===== src/rtl/digit_glyph_overlay.sv =====
// Paints a 3x3 block glyph of one plate digit into a live RGB stream, with an optional box outline.
// All outputs trail the inputs by two pixel clocks; digit and box change only on an i_vs rise.
module digit_glyph_overlay #(
    parameter int unsigned CELL_W        = 18,
    parameter int unsigned CELL_H        = 25,
    parameter logic [23:0] FG_COLOR      = 24'hFF0000,
    parameter bit          OUTLINE_EN    = 1'b1,
    parameter logic [23:0] OUTLINE_COLOR = 24'h00FF00
) (
    input  logic        clk,
    input  logic        rst_n,
    input  logic        i_hs,
    input  logic        i_vs,
    input  logic        i_de,
    input  logic [11:0] i_x,
    input  logic [11:0] i_y,
    input  logic [23:0] i_data,
    input  logic [3:0]  digit,
    input  logic        digit_valid,
    input  logic [11:0] box_left,
    input  logic [11:0] box_up,
    output logic [23:0] o_data,
    output logic [11:0] o_x,
    output logic [11:0] o_y,
    output logic        o_hs,
    output logic        o_vs,
    output logic        o_de,
    output logic        o_th,
    output logic [8:0]  glyph_code
);
    localparam logic [12:0] CellH  = 13'(CELL_H);
    localparam logic [12:0] BoxW   = 13'(3 * CELL_W);
    localparam logic [12:0] BoxH   = 13'(3 * CELL_H);
    localparam logic [11:0] SubMax = 12'(CELL_W - 1);

    logic [3:0]  r_pend_digit, r_act_digit;
    logic [11:0] r_pend_left, r_pend_up, r_act_left, r_act_up;
    logic        r_pend_vld, r_act_vld, r_vs_d;
    logic [8:0]  r_glyph;
    logic [1:0]  r_col;
    logic [11:0] r_sub;

    logic        r1_hs, r1_vs, r1_de, r1_in_box, r1_edge;
    logic [11:0] r1_x, r1_y;
    logic [23:0] r1_data;
    logic [3:0]  r1_cell;

    logic        w_frame_start, w_x_in, w_in_box, w_edge, w_bit;
    logic [1:0]  w_col, w_col_nxt, w_row;
    logic [11:0] w_sub, w_sub_nxt;
    logic [12:0] w_x13, w_y13, w_left13, w_up13;
    logic [3:0]  w_cell;
    logic [8:0]  w_glyph;
    logic [15:0] w_glyph_ext;

    assign w_frame_start = i_vs & ~r_vs_d;
    assign w_x13    = {1'b0, i_x};
    assign w_y13    = {1'b0, i_y};
    assign w_left13 = {1'b0, r_act_left};
    assign w_up13   = {1'b0, r_act_up};

    always_comb begin
        w_glyph = 9'h000;
        case (r_act_digit)
            4'd0:    w_glyph = 9'h1EF;
            4'd1:    w_glyph = 9'h092;
            4'd2:    w_glyph = 9'h1D7;
            4'd3:    w_glyph = 9'h1F7;
            4'd4:    w_glyph = 9'h1FE;
            4'd5:    w_glyph = 9'h19F;
            4'd6:    w_glyph = 9'h1DB;
            4'd7:    w_glyph = 9'h127;
            4'd8:    w_glyph = 9'h1FF;
            4'd9:    w_glyph = 9'h13F;
            default: w_glyph = 9'h000;
        endcase
    end

    // Column of the current pixel: counter restarts on the box's left edge, 3 means outside.
    always_comb begin
        w_col     = 2'd3;
        w_sub     = '0;
        w_col_nxt = 2'd3;
        w_sub_nxt = '0;
        if (i_de) begin
            if (i_x == r_act_left) begin
                w_col = 2'd0;
                w_sub = '0;
            end else begin
                w_col = r_col;
                w_sub = r_sub;
            end
        end
        if (i_de && w_col != 2'd3) begin
            if (w_sub == SubMax) begin
                w_col_nxt = w_col + 2'd1;
            end else begin
                w_col_nxt = w_col;
                w_sub_nxt = w_sub + 12'd1;
            end
        end
    end

    always_comb begin
        w_row = 2'd3;
        if (w_y13 >= w_up13 && w_y13 < w_up13 + CellH)                      w_row = 2'd0;
        else if (w_y13 >= w_up13 + CellH && w_y13 < w_up13 + 13'd2 * CellH) w_row = 2'd1;
        else if (w_y13 >= w_up13 + 13'd2 * CellH && w_y13 < w_up13 + BoxH)  w_row = 2'd2;
    end

    // The x-range test clips the counter when a line wraps past 4095 back to 0.
    assign w_x_in   = (w_x13 >= w_left13) && (w_x13 < w_left13 + BoxW);
    assign w_in_box = r_act_vld && i_de && w_x_in && (w_col != 2'd3) && (w_row != 2'd3);
    assign w_cell   = {2'b00, w_row} * 4'd3 + {2'b00, w_col};
    assign w_edge   = (w_x13 == w_left13) || (w_x13 == w_left13 + BoxW - 13'd1) ||
                      (w_y13 == w_up13)   || (w_y13 == w_up13 + BoxH - 13'd1);

    assign w_glyph_ext = {7'b0, r_glyph};
    assign w_bit       = w_glyph_ext[r1_cell];
    assign glyph_code  = r_glyph;

    always_ff @(posedge clk or negedge rst_n) begin
        if (!rst_n) begin
            r_pend_digit <= 4'hF;
            r_pend_left  <= '0;
            r_pend_up    <= '0;
            r_pend_vld   <= 1'b0;
            r_act_digit  <= 4'hF;
            r_act_left   <= '0;
            r_act_up     <= '0;
            r_act_vld    <= 1'b0;
            r_vs_d       <= 1'b0;
            r_glyph      <= '0;
            r_col        <= 2'd3;
            r_sub        <= '0;
        end else begin
            r_vs_d  <= i_vs;
            r_glyph <= w_glyph;
            r_col   <= w_col_nxt;
            r_sub   <= w_sub_nxt;
            if (digit_valid) begin
                r_pend_digit <= digit;
                r_pend_left  <= box_left;
                r_pend_up    <= box_up;
                r_pend_vld   <= 1'b1;
            end
            if (w_frame_start) begin
                if (digit_valid) begin
                    r_act_digit <= digit;
                    r_act_left  <= box_left;
                    r_act_up    <= box_up;
                    r_act_vld   <= 1'b1;
                end else begin
                    r_act_digit <= r_pend_digit;
                    r_act_left  <= r_pend_left;
                    r_act_up    <= r_pend_up;
                    r_act_vld   <= r_pend_vld;
                end
            end
        end
    end

    always_ff @(posedge clk or negedge rst_n) begin
        if (!rst_n) begin
            r1_hs <= 1'b0; r1_vs <= 1'b0; r1_de <= 1'b0;
            r1_x <= '0; r1_y <= '0; r1_data <= '0;
            r1_in_box <= 1'b0; r1_cell <= '0; r1_edge <= 1'b0;
            o_hs <= 1'b0; o_vs <= 1'b0; o_de <= 1'b0;
            o_x <= '0; o_y <= '0; o_data <= '0; o_th <= 1'b0;
        end else begin
            r1_hs     <= i_hs;
            r1_vs     <= i_vs;
            r1_de     <= i_de;
            r1_x      <= i_x;
            r1_y      <= i_y;
            r1_data   <= i_data;
            r1_in_box <= w_in_box;
            r1_cell   <= w_cell;
            r1_edge   <= w_edge;
            o_hs      <= r1_hs;
            o_vs      <= r1_vs;
            o_de      <= r1_de;
            o_x       <= r1_x;
            o_y       <= r1_y;
            o_data    <= r1_data;
            o_th      <= 1'b0;
            if (r1_in_box && w_bit) begin
                o_data <= FG_COLOR;
                o_th   <= 1'b1;
            end else if (r1_in_box && r1_edge && OUTLINE_EN) begin
                o_data <= OUTLINE_COLOR;
            end
        end
    end
endmodule


===== config.mk =====
export PLATFORM = sky130hd
export DESIGN_NAME = digit_glyph_overlay
export DESIGN_NICKNAME = d
export VERILOG_FILES = /design/src/rtl/digit_glyph_overlay.sv
export SDC_FILE = /design/constraint.sdc
export NUM_CORES = 1
export LEC_CHECK = 0
export ABC_AREA = 1
export CORE_MARGIN = 2
export CORE_UTILIZATION = 50
export CTS_CLUSTER_SIZE = 30
export DETAILED_ROUTE_END_ITERATION = 16
export PLACE_DENSITY = 0.76
export REMOVE_ABC_BUFFERS = 1
export SLEW_MARGIN = 20
export SYNTH_ARGS = -nofsm -noshare
export SYNTH_HDL_FRONTEND = slang
export SYNTH_SLANG_ARGS = --single-unit
export TNS_END_PERCENT = 30

===== constraint.sdc =====
create_clock -name clk -period 3.3 [get_ports clk]
set_input_delay 0.99 -clock clk [delete_from_list [all_inputs] [get_ports clk]]
set_output_delay 0.99 -clock clk [all_outputs]
set_load 0.01 [all_outputs]

# Word-level counts from Yosys, hierarchy flattened
# Memory sizes are Yosys's and may differ from the RTL's. A register that Yosys moved wholly into a read port is not among the register bits.
# Cells that the tools add are included.
[totals]
reg_bits = 181
mem_bits_ro = 144
input_bits = 82
output_inout_bits = 61
elab_cells = 90
n_memories = 1
[memory_table]
columns = ["name", "words", "word_bits", "read_ports", "rd_ports_with_merged_regs", "write_ports", "line_no", "rtl"]
rows = [
  ["(name not given)", 16, 9, 1, 1, 0, "64", "case (r_act_digit)"],
]
[classes]
n_addsub = 9
mul = 1
order_cmp = 9
eq_ne = 7
muxes = 20
n_bitwise = 2
n_reduce_logical = 15
[ops]
columns = ["operator", "n"]
rows = [
  ["$mux W12", 6],
  ["$lt A12 B13 Y1", 4],
  ["$mux W24", 2],
  ["$add A12 B6 Y13 const B", 2],
  ["$eq A12 B13 Y1", 2],
  ["$ge A12 B13 Y1", 2],
  ["$sub A13 B1 Y13 const B", 2],
  ["$eq A12 B12 Y1", 2],
  ["$ge A12 B12 Y1", 2],
  ["$add A12 B5 Y13 const B", 1],
  ["$add A12 B7 Y13 const B", 1],
  ["$add A12 B1 Y12 const B", 1],
  ["$eq A12 B5 Y1 const B", 1],
  ["$mux W2", 6],
  ["$logic_and A1 B1 Y1", 11],
  ["$lt A4 B5 Y1 const B", 1],
  ["$add A4 B2 Y4", 1],
  ["$bmux W1 S4", 1],
  ["$mul A2 B2 Y4 const B", 1],
  ["$mux W1", 4],
  ["$mux W4", 1],
  ["$ne A2 B2 Y1 const B", 2],
  ["$logic_or A1 B1 Y1", 3],
  ["$add A2 B1 Y2 const B", 1],
  ["3 further kinds", 3],
]

# Logic depth before layout (Yosys ltp)
[logic_depth]
ltp_word = 8
depth_mapped = 26
ltp_nobuf = 26

# Worst setup path before layout
# OpenSTA, ideal clock, no wires.
[synth_path]
path_type = "register to register"
start = "register r_act_up[0]"
end = "register r1_cell[2]"
setup_ns = 0.135
t_arrival_ns = 3.434
required_ns = 3.165
setup_slack_ns = -0.269
stages_incl_launch_ff = 20
path_buffers = 0
synth_period_minus_slack_ns = 3.569
cell_sequence = "dfrtp_1 ha_1 a21oi_1 nand2_1 nand2_1 nor3_1 xor2_1 ha_1 inv_1 o31a_1 nor2_1 nor2_1 nand3_1 nand2_1 nand3_2 nand2_2 fa_1 inv_1 ha_1 fa_1"
[synth_between]
elab_chain_len = 8
word_cells_on_any_way = 17
classes_between = "4 x add/sub; 1 x mul; 6 x order compare; 3 x mux; 3 x reduce/logical"
[synth_rtl]
columns = ["item", "line_no", "rtl"]
rows = [
  ["start: declaration", "37", "logic [11:0] r_pend_left, r_pend_up, r_act_left, r_act_up;"],
  ["start signal: assignment", "151", "r_act_up <= box_up;"],
  ["start signal: assignment", "156", "r_act_up <= r_pend_up;"],
  ["$add A12 B6 Y13 / $add A12 B7 Y13 (equally long branches)", "107, 108", ""],
  ["$ge A12 B13 Y1 / $lt A12 B13 Y1 (equally long branches)", "108", "else if (w_y13 >= w_up13 + 13'd2 * CellH && w_y13 < w_up13 + BoxH) w_row = 2'd2;"],
  ["$logic_and A1 B1 Y1", "108", ""],
  ["$mux W1", "108", ""],
  ["$mux W2", "107", "else if (w_y13 >= w_up13 + CellH && w_y13 < w_up13 + 13'd2 * CellH) w_row = 2'd1;"],
  ["$mux W2 *", "106", "if (w_y13 >= w_up13 && w_y13 < w_up13 + CellH) w_row = 2'd0;"],
  ["$mul A2 B2 Y4 *", "114", "assign w_cell = {2'b00, w_row} * 4'd3 + {2'b00, w_col};"],
  ["$add A4 B2 Y4 *", "114", ""],
  ["via w_cell[2]", "52", "logic [3:0] w_cell;"],
  ["end signal: assignment", "178", "r1_cell <= w_cell;"],
  ["end: declaration", "46", "logic [3:0] r1_cell;"],
]
# Mark *: on every way through the listed nets, which the timed path passes. The rest lies on a longest branch.
# A chain may end at the register's enable or synchronous reset.

# Worst setup path after layout
[layout_path]
start = "register r_act_up[1]"
end = "register r1_cell[2]"
# Same word-level chain as after synthesis.

==> flow_metrics.tcl <==
set metrics [dict create \
    p_sw_share_pct 34.0 \
    seqPwrFrac_pct 38.9 \
    grt_usage_pct 24.2 \
    syn_avg_cell_area_um2 8.43 \
    yosysUniqueCellTypes 51 \
    num_vias 8850 \
    violations "negative setup slack" \
    cts_tree "done" \
    die_h_um 147 \
    post-route-util_pct 68.7 \
    multi_input_area_um2 5050 \
    clkPwrFrac_pct 30.1 \
    setup_ws_ns -0.373 \
    finalNetCount 1669 \
    power.density_nw_per_um2 496 \
    clkTransAtPathRegs_ns 0.08 \
    cellLeakagePower_uw 0.00688 \
    final_common_cell "nand2_1" \
    pre_cts_ws_ns -0.828 \
    synthCells 1210 \
    place_inst 1741 \
    min_path_type "register to register" \
    stdcell_count 1781 \
    synth_flop_cell "dfrtp_1" \
    critPathLaunchType "register" \
    dieArea_um2 21500 \
    rsz0062_at_grt "yes" \
    overflow 0 \
    area_delta_synth_final_pct 35.5 \
    syn_area_um2 10200 \
    drt_pass1_iterations 5 \
    yosys.area.top_type "dfrtp_1" \
    async_flop_share_pct 100 \
    vdd_ir_drop_max_v 0.000318 \
    drt_first_iter_violations 336 \
    finalHoldViolCount 0 \
    clkSinkCount 190 \
    grt_pass1_vias 9012 \
    power.switching_uw 2330 \
    arrival_ns 3.98 \
    p_int_uw 4530 \
    cts_buffers 17 \
    drc 0 \
    maxCapViolations 0 \
    globalplace.congestion 0.925 \
    synth.top_cells.by_area "dfrtp_1, nand2_1, ha_1" \
    htree_levels 4 \
    max-slew-margin-rel_pct 59.0 \
    insertion_delay_ns 0.44 \
    drive_gt1_share_pct 19.3 \
    cts_root_buffer "clkbuf_16" \
    synth_edf_count 0 \
    postRouteAntennaNets 0 \
    regArea_um2 4770 \
    start_util_pct 50.7 \
    min_period_ns 3.67 \
    cp-end-kind "register" \
    grt_pass1_wl_mm 41.9 \
    avgRoutedWirePerCell_um 14.1 \
    antennaDiodeCount 0 \
    totalPowerFinal_uw 6860 \
    yosysSeqAreaShare_pct 46.8 \
    fmax_mhz 272 \
    antenna_found_initial 0 \
    hpwl_mm 19.4 \
    grt_start_max_net_pins 77 \
    clockBufferDepth 2 \
    viasPerCell 4.97 \
    finClkSkew_ns 0.0121 \
    synth-seq-cells 190 \
    port_buffers 142 \
    required_ns 3.61 \
    maxSlewViolCount 0 \
    outcome "complete, but fails checks" \
    setup_viol 4 \
    crit_fanout 5 \
    synth_top_area_share_pct 44.2 \
    drt_wl_total_mm 25.1 \
    n_fill_cell 1568 \
    tns_ns -0.760 \
    ios 143 \
    coreArea_um2 20100 \
    rows 52 \
    die_w_um 147 \
    critPathKind "register to register" \
    ys_warn_count 0 \
    fin_crit_sh_pct 111 \
    worstMarginPinSlew_ns 0.615 \
    final_cell_mix "nand2_1, dfrtp_1, buf_4" \
    p_comb_share_pct 31.0 \
]
[cell type report]
cell class                 count  share of cell area (%)
timing repair buffer         290                    18.7
clock buffer                  17                    3.08
tap                          270                    2.44
inverter                     121                    3.32
multi-input combinational    878                    36.5
clock inverter                15                    1.36
sequential                   190                    34.5
[per-layer routing]
| layer | GRT usage [%] | routed length, um | vias up |
|---|---|---|---|
| met5 | 0 | 0 | - |
| met4 | 6.84 | 480 | 0 |
| met3 | 3.42 | 910 | 43 |
| met2 | 43.9 | 12800 | 212 |
| met1 | 30.1 | 10900 | 4137 |
| li1 | - | - | 4458 |
[synthesized netlist by cell type, types with 11 or more instances]
cell / count
clkbuf_1: 12
inv_2: 12
a21oi_1: 33
nand2_2: 17
nand3_1: 77
nand2_1: 393
inv_1: 105
nor2_1: 100
nand4_1: 11
ha_1: 87
dfrtp_1: 180
xor2_1: 20
o21ai_0: 45
[what timing repair did]
item,CTS,global route
setup endpoints to repair,4,6
buffers inserted,6,3
gates resized for setup,20,21
hold buffers,0,0
pin swaps,17,17
[cells by family after synthesis]
logic type | share of synthesized area, %
AOI/OAI and AO/OA | 5.81
xor gates and xnor gates | 2.57
adders and majority gates | 11.1
buffers and inverters | 5.45
DFF | 46.8
and+or+nand+nor | 28.4
[critical path, cell delays in order (launching register included)]
cell	delay, ns
dfrtp_1	0.43
buf_6	0.15
ha_4	0.16
nand2_4	0.07
nand3_2	0.07
nand2_1	0.08
nor2_2	0.05
buf_6	0.12
xor2_1	0.14
ha_1	0.29
inv_1	0.06
o31a_1	0.29
nor2_1	0.10
nor2_1	0.07
buf_4	0.14
nand3_2	0.10
nand2_2	0.08
fa_1	0.50
inv_1	0.04
ha_2	0.17
fa_1	0.42
[power groups by stage]
stage / Clock (uW) / Combinational, uW / Sequential (uW)
after floorplan: 0 / 1090 / 2720
final: 2070 / 2130 / 2670
after detailed placement: 0 / 2020 / 2700
after global placement: 0 / 1960 / 2700
after global routing: 2200 / 2390 / 2690
after CTS: 2100 / 2090 / 2660
[sequential cells by signal, summed over array words and instances, names as in the netlist, 2 cells and up]
register	cells
r1_cell	4
o_x	12
o_data	24
r_pend_left	12
r_pend_up	12
r_pend_digit	4
r1_x	12
r_act_digit	4
r_sub	12
r_act_up	12
r1_data	24
r_col	2
r1_y	12
o_y	12
glyph_code	9
r_act_left	12
[worst paths after layout]
kind / startpoint / to / slack (ns) / cells after the start
setup / recovery: r_act_up[1] / r1_cell[2] / -0.37 / 20
hold / removal: r1_x[4] / o_x[4] / 0.35 / 0
setup reg to reg: r_act_up[1] / r1_cell[2] / -0.37 / 20
hold reg to reg: r1_x[4] / o_x[4] / 0.35 / 0
max in group asynchronous: rst_n / r_col[1] / 2.00 / 2
min in group asynchronous: rst_n / r1_x[1] / 0.58 / 1
[through the flow]
step,hold WS (ns),cell area [um2]
floorplan,0.331,10100
global placement,0.331,13000
detailed placement,0.335,13000
CTS,0.351,13700
global route,0.355,13800
finish,0.349,13800
Power figures use the tool's default switching activity.
